## src/rtl/death_screen_ctrl.sv

```systemverilog
`default_nettype none
// ============================================================================
// Module   : death_screen_ctrl
// Purpose  : Game-over sequencer. Detects player death, waits a dying delay
//            counted in video frames, shows the death text with a blinking
//            restart line, waits for a fresh restart key press, pulses a
//            one-clock game reset and returns to play.
// Ports    : CLK           - system clock
//            RESET         - asynchronous active-low reset
//            frame_sync    - vsync-derived level, rising edge = frame tick
//            player_dead   - high while the player is dead
//            keycode[7:0]  - current key, 8'h00 = no key
//            Death_Text    - death-screen text overlay enable
//            restart_blink - "press to restart" line visible
//            game_freeze   - halts game motion updates
//            game_reset    - one-clock restart pulse
//            state_dbg[2:0]- current state encoding
// Revision : 1.0 - initial release
// ============================================================================
module death_screen_ctrl #(
  parameter int         DYING_FRAMES    = 60,
  parameter int         MIN_SHOW_FRAMES = 30,
  parameter int         BLINK_FRAMES    = 30,
  parameter logic [7:0] RESTART_KEY     = 8'h28
) (
  input  logic       CLK,
  input  logic       RESET,
  input  logic       frame_sync,
  input  logic       player_dead,
  input  logic [7:0] keycode,
  output logic       Death_Text,
  output logic       restart_blink,
  output logic       game_freeze,
  output logic       game_reset,
  output logic [2:0] state_dbg
);

  // frame_cnt must reach DYING_FRAMES-1 and saturate at MIN_SHOW_FRAMES
  localparam int c_FMAX = (DYING_FRAMES > MIN_SHOW_FRAMES + 1) ? DYING_FRAMES
                                                                : MIN_SHOW_FRAMES + 1;
  localparam int c_FW   = ($clog2(c_FMAX) < 1) ? 1 : $clog2(c_FMAX);
  localparam int c_BW   = ($clog2(BLINK_FRAMES) < 1) ? 1 : $clog2(BLINK_FRAMES);

  localparam logic [c_FW-1:0] c_DYING_LAST = c_FW'(DYING_FRAMES - 1);
  localparam logic [c_FW-1:0] c_MIN_SHOW   = c_FW'(MIN_SHOW_FRAMES);
  localparam logic [c_FW-1:0] c_FONE       = c_FW'(1);
  localparam logic [c_BW-1:0] c_BLINK_LAST = c_BW'(BLINK_FRAMES - 1);
  localparam logic [c_BW-1:0] c_BONE       = c_BW'(1);

  typedef enum logic [2:0] {
    ST_PLAY    = 3'd0,
    ST_DYING   = 3'd1,
    ST_SHOW    = 3'd2,
    ST_RESTART = 3'd3,
    ST_RELEASE = 3'd4
  } state_t;

  state_t          r_state;
  logic            r_sync_q;
  logic [c_FW-1:0] r_frame_cnt;
  logic [c_BW-1:0] r_blink_cnt;
  logic            r_blink;
  logic            r_key_armed;

  state_t          w_state_nxt;
  logic [c_FW-1:0] w_frame_nxt;
  logic [c_BW-1:0] w_blink_cnt_nxt;
  logic            w_blink_nxt;
  logic            w_armed_nxt;
  logic            w_tick;

  // sync_q resets high so a frame_sync already high at reset release
  // does not look like a rising edge.
  assign w_tick = frame_sync & ~r_sync_q;

  always_ff @(posedge CLK or negedge RESET) begin
    if (!RESET) begin
      r_state     <= ST_PLAY;
      r_sync_q    <= 1'b1;
      r_frame_cnt <= '0;
      r_blink_cnt <= '0;
      r_blink     <= 1'b0;
      r_key_armed <= 1'b0;
    end else begin
      r_state     <= w_state_nxt;
      r_sync_q    <= frame_sync;
      r_frame_cnt <= w_frame_nxt;
      r_blink_cnt <= w_blink_cnt_nxt;
      r_blink     <= w_blink_nxt;
      r_key_armed <= w_armed_nxt;
    end
  end

  always_comb begin
    w_state_nxt     = r_state;
    w_frame_nxt     = r_frame_cnt;
    w_blink_cnt_nxt = r_blink_cnt;
    w_blink_nxt     = r_blink;
    w_armed_nxt     = r_key_armed;
    Death_Text      = 1'b0;
    game_freeze     = 1'b0;
    game_reset      = 1'b0;

    case (r_state)
      ST_PLAY: begin
        if (player_dead) begin
          w_state_nxt = ST_DYING;
          w_frame_nxt = '0;
        end
      end

      ST_DYING: begin
        game_freeze = 1'b1;
        if (w_tick) begin
          if (r_frame_cnt == c_DYING_LAST) begin
            w_state_nxt     = ST_SHOW;
            w_frame_nxt     = '0;
            w_blink_cnt_nxt = '0;
            w_blink_nxt     = 1'b1;
            w_armed_nxt     = 1'b0;
          end else begin
            w_frame_nxt = r_frame_cnt + c_FONE;
          end
        end
      end

      ST_SHOW: begin
        Death_Text  = 1'b1;
        game_freeze = 1'b1;
        if (w_tick) begin
          if (r_frame_cnt < c_MIN_SHOW) begin
            w_frame_nxt = r_frame_cnt + c_FONE;
          end
          if (r_blink_cnt == c_BLINK_LAST) begin
            w_blink_cnt_nxt = '0;
            w_blink_nxt     = ~r_blink;
          end else begin
            w_blink_cnt_nxt = r_blink_cnt + c_BONE;
          end
        end
        // A key held since before SHOW must be released to 00 first.
        if (keycode == 8'h00) begin
          w_armed_nxt = 1'b1;
        end
        if (r_key_armed && (keycode == RESTART_KEY) && (r_frame_cnt >= c_MIN_SHOW)) begin
          w_state_nxt = ST_RESTART;
          w_blink_nxt = 1'b0;
        end
      end

      ST_RESTART: begin
        game_reset  = 1'b1;
        game_freeze = 1'b1;
        w_blink_nxt = 1'b0;
        w_state_nxt = ST_RELEASE;
      end

      ST_RELEASE: begin
        game_freeze = 1'b1;
        if ((keycode != RESTART_KEY) && !player_dead) begin
          w_state_nxt     = ST_PLAY;
          w_frame_nxt     = '0;
          w_blink_cnt_nxt = '0;
          w_blink_nxt     = 1'b0;
          w_armed_nxt     = 1'b0;
        end
      end

      default: begin
        // Unused encodings fall back to PLAY with everything cleared.
        w_state_nxt     = ST_PLAY;
        w_frame_nxt     = '0;
        w_blink_cnt_nxt = '0;
        w_blink_nxt     = 1'b0;
        w_armed_nxt     = 1'b0;
      end
    endcase
  end

  assign restart_blink = r_blink;
  assign state_dbg     = r_state;

endmodule
`default_nettype wire

```

## config.mk

```make
export PLATFORM = sky130hd
export DESIGN_NAME = death_screen_ctrl
export DESIGN_NICKNAME = d
export VERILOG_FILES = /design/src/rtl/death_screen_ctrl.sv
export SDC_FILE = /design/constraint.sdc
export NUM_CORES = 1
export LEC_CHECK = 0
export ABC_AREA = 1
export BUFFER_PORTS_ARGS = -buffer_cell sky130_fd_sc_hd__buf_4
export CORE_MARGIN = 4
export CORE_UTILIZATION = 51
export CTS_CLUSTER_SIZE = 12
export DETAILED_ROUTE_END_ITERATION = 10
export GPL_ROUTABILITY_DRIVEN = 1
export GPL_TIMING_DRIVEN = 0
export PLACE_DENSITY = 0.75
export SETUP_SLACK_MARGIN = 0.5
export SLEW_MARGIN = 30
export SYNTH_ARGS = -nofsm -noshare
export SYNTH_HDL_FRONTEND = slang
export SYNTH_SLANG_ARGS = --single-unit
```

## constraint.sdc

```tcl
create_clock -name CLK -period 1.7 [get_ports CLK]
set_clock_uncertainty 0.2 [all_clocks]
set_input_delay 0.255 -clock CLK [delete_from_list [all_inputs] [get_ports CLK]]
set_output_delay 0.255 -clock CLK [all_outputs]
set_load 0.02 [all_outputs]
```

==> impl_metrics.json <==
{
  "drc": 0,
  "critPathKind": "flop to primary output",
  "clk_pin_slew_worst_paths_ps": 100,
  "grt_pass1_vias": 1408,
  "clkPwrFrac_pct": 7.0,
  "async_reset_ff_share_pct": 100,
  "track_usage_pct": 24.8,
  "max_freq_mhz": 577,
  "end_kind": "primary output",
  "syn-num-nets": 206,
  "initial_core_util_pct": 53.8,
  "firstDrtPassIters": 5,
  "place.gp.congestion": 0.867,
  "p_sw_share_pct": 50.2,
  "synthTopCellsByArea": "dfrtp_1 (30%), nand2_1 (15%), inv_1 (6.5%)",
  "maxSlewHeadroom_pct": 84.0,
  "cts_tree": "built",
  "hp-class": "primary input to async pin",
  "dieArea_mm2": 0.00350,
  "io_buffers": 18,
  "viasPerCell": 5.36,
  "synth.yosys.seq_area_share_pct": 32.0,
  "finalSetupViolCount": 3,
  "cts_htree_levels": 1,
  "ys_ff_latch": 17,
  "ys.flop_type": "dfrtp_1",
  "violations": "setup timing",
  "cp.arrival_ps": 1280,
  "yosysWarningCount": 0,
  "num_antenna_cells": 0,
  "antenna_left": 0,
  "routedWlPerCell_um": 15.0,
  "p_comb_share_pct": 73.1,
  "drive_above_1_share_pct": 47.9,
  "min_period_ps": 1730,
  "io_pins": 19,
  "antenna_found_initial": 0,
  "clock_sinks": 17,
  "finalNonFillerCells": 270,
  "synth.distinct_cells": 29,
  "die_y_um": 59.1,
  "dp_hpwl_mm": 2.25,
  "crit_fanout": 4,
  "status": "complete, but fails checks",
  "tightestPinTransition_ps": 241,
  "synth_edf_count": 0,
  "p_leak_nw": 0.982,
  "cts_buffers": 3,
  "grt_pass1_wl_mm": 6.48,
  "root_buffer": "clkbuf_4",
  "yosysTopAreaCellShare_pct": 30.0,
  "start_kind": "flop",
  "finalWirelength_mm": 4.05,
  "post-synth-top-area-cell": "dfrtp_1",
  "wl_met1_mm": 1.59,
  "layout_setup_ws_ps": -34.2,
  "fin_setup_tns_ps": -72.4,
  "p_per_area_mw_per_mm2": 1610,
  "dr_wl_met2_mm": 2.13,
  "num_vias": 1447,
  "fp-row-count": 18,
  "p_sw_mw": 1.62,
  "top_layer_used": "met4",
  "area_delta_synth_final_pct": 50.6,
  "core-area_mm2": 0.00248,
  "p_int_mw": 1.61,
  "rsz0062_at_grt": "yes",
  "syn-cell-area_mm2": 0.00133,
  "ir_drop_v": 0.00135,
  "nets": 257,
  "timing.hold.ws_ps": 187,
  "synth_cells": 190,
  "fin_crit_sh_pct": 102,
  "grt_max_degree": 18,
  "max_cap_viol_count": 0,
  "overflow": 0,
  "placedCellCount": 238,
  "final_hold_viol_count": 0,
  "power_frac_seq_pct": 19.9,
  "finalMaxSlewViolations": 0,
  "total_power_mw": 3.23,
  "required_ps": 1240,
  "cts_buffer_depth": 2,
  "die_w_um": 59.1,
  "insertion_delay_ps": 290,
  "avgSynthCellArea_um2": 7.02,
  "dr.first_iter.drc_count": 64,
  "met3_length_um": 185
}
-- routing by layer --
| layer | vias to the layer above | track usage (%) |
|---|---|---|
| met2 | 51 | 43.4 |
| met4 | 0 | 11.0 |
| met5 | - | 0 |
| met1 | 680 | 30.5 |
| li1 | 702 | - |
| met3 | 14 | 2.61 |
-- logic make-up (layout without fill, tap and decap cells) --
logic type	after synthesis	in the layout	synth area share, %
AOI/OAI and AO/OA	18	18	7.88
xor gates and xnor gates	6	6	3.94
adders and majority gates	4	4	3.75
buffers and inverters	31	80	9.94
DFF	17	17	32.0
and+or+nand+nor	114	115	42.5
-- flip-flops by register name (all words and copies together) (netlist names) --
register       flops
r_frame_cnt        6
r_blink_cnt        5
state_dbg          3
r_key_armed        1
r_sync_q           1
restart_blink      1
-- cells in the final DEF (no fill, tap or decap), drive strengths merged, types with 2 or more instances in the layout --
cell type	n
ha	4
inv	29
or2	4
xor2	5
dlygate4sd3	2
nand4	4
clkbuf	4
a21oi	4
dfrtp	16
nand2	60
nor2	26
o21ai	14
nand3	19
buf	44
-- final cells by class --
| class | instances | area [um2] |
|---|---|---|
| multi-input combinational | 143 | 977 |
| fill | 151 | 469 |
| sequential | 17 | 433 |
| timing repair buffer | 45 | 392 |
| inverter | 30 | 128 |
| tap | 30 | 37.5 |
| clock buffer | 4 | 26.3 |
| buffer | 1 | 15.0 |
-- worst max-delay path, cell delays in order (launching register included) --
cell and delay (ps):
dfrtp_2 470, nor2_4 150, nand2_4 70, inv_4 60, buf_8 110, buf_6 110
-- per-stage QoR --
stage | setup WS [ps] | util (%) | area, um2
floorplan | 133 | - | 1370
global placement | -9.92 | 62.3 | 1540
detailed placement | -27.2 | 62.3 | 1540
CTS | -24.2 | 77.6 | 1920
global route | -98.8 | 81.1 | 2010
finish | -34.2 | 81.1 | 2010
-- cells in the mapped netlist (2+ instances only) --
cell type and instances:
nand4_1 2, inv_2 4, o21ai_1 9, ha_1 4
xor2_1 5, nand2_2 6, or2_0 4, inv_1 23
nand2_4 2, o21ai_0 3, a21oi_1 2, nor2_1 23
nand3_1 16, inv_4 2, nand3_4 2, nand2_1 52
dfrtp_1 16, nor2_2 2, a21oi_2 2, o21ai_2 2
-- power by group through the flow --
stage	registers [mW]	logic, mW	clock network (mW)
global route	0.659	2.54	0.240
finish	0.643	2.36	0.225
CTS	0.634	2.07	0.233
global placement	0.635	1.42	0
floorplan	0.678	1.04	0
detailed placement	0.641	1.44	0
-- final timing paths --
path                                start              to  slack [ps]  cells past startpoint
min                                 RESET    state_dbg[1]         190                      2
max reg2reg                r_frame_cnt[1]     r_key_armed          10                      8
min reg2reg                r_blink_cnt[4]  r_blink_cnt[4]         350                      2
max in group asynchronous           RESET        r_sync_q         850                      2
min in group CLK              player_dead    state_dbg[1]         200                      5
max                          state_dbg[0]      Death_Text         -30                      5
-- repair_timing --
item,in CTS,in global routing
hold buffers,2,0
resized for setup,43,16
cloned,1,0
setup endpoints to repair,23,23
buffers inserted,21,4
endpoints found under the hold margin,18,0
pin swaps,18,11
(Power assumes the default switching activity.)
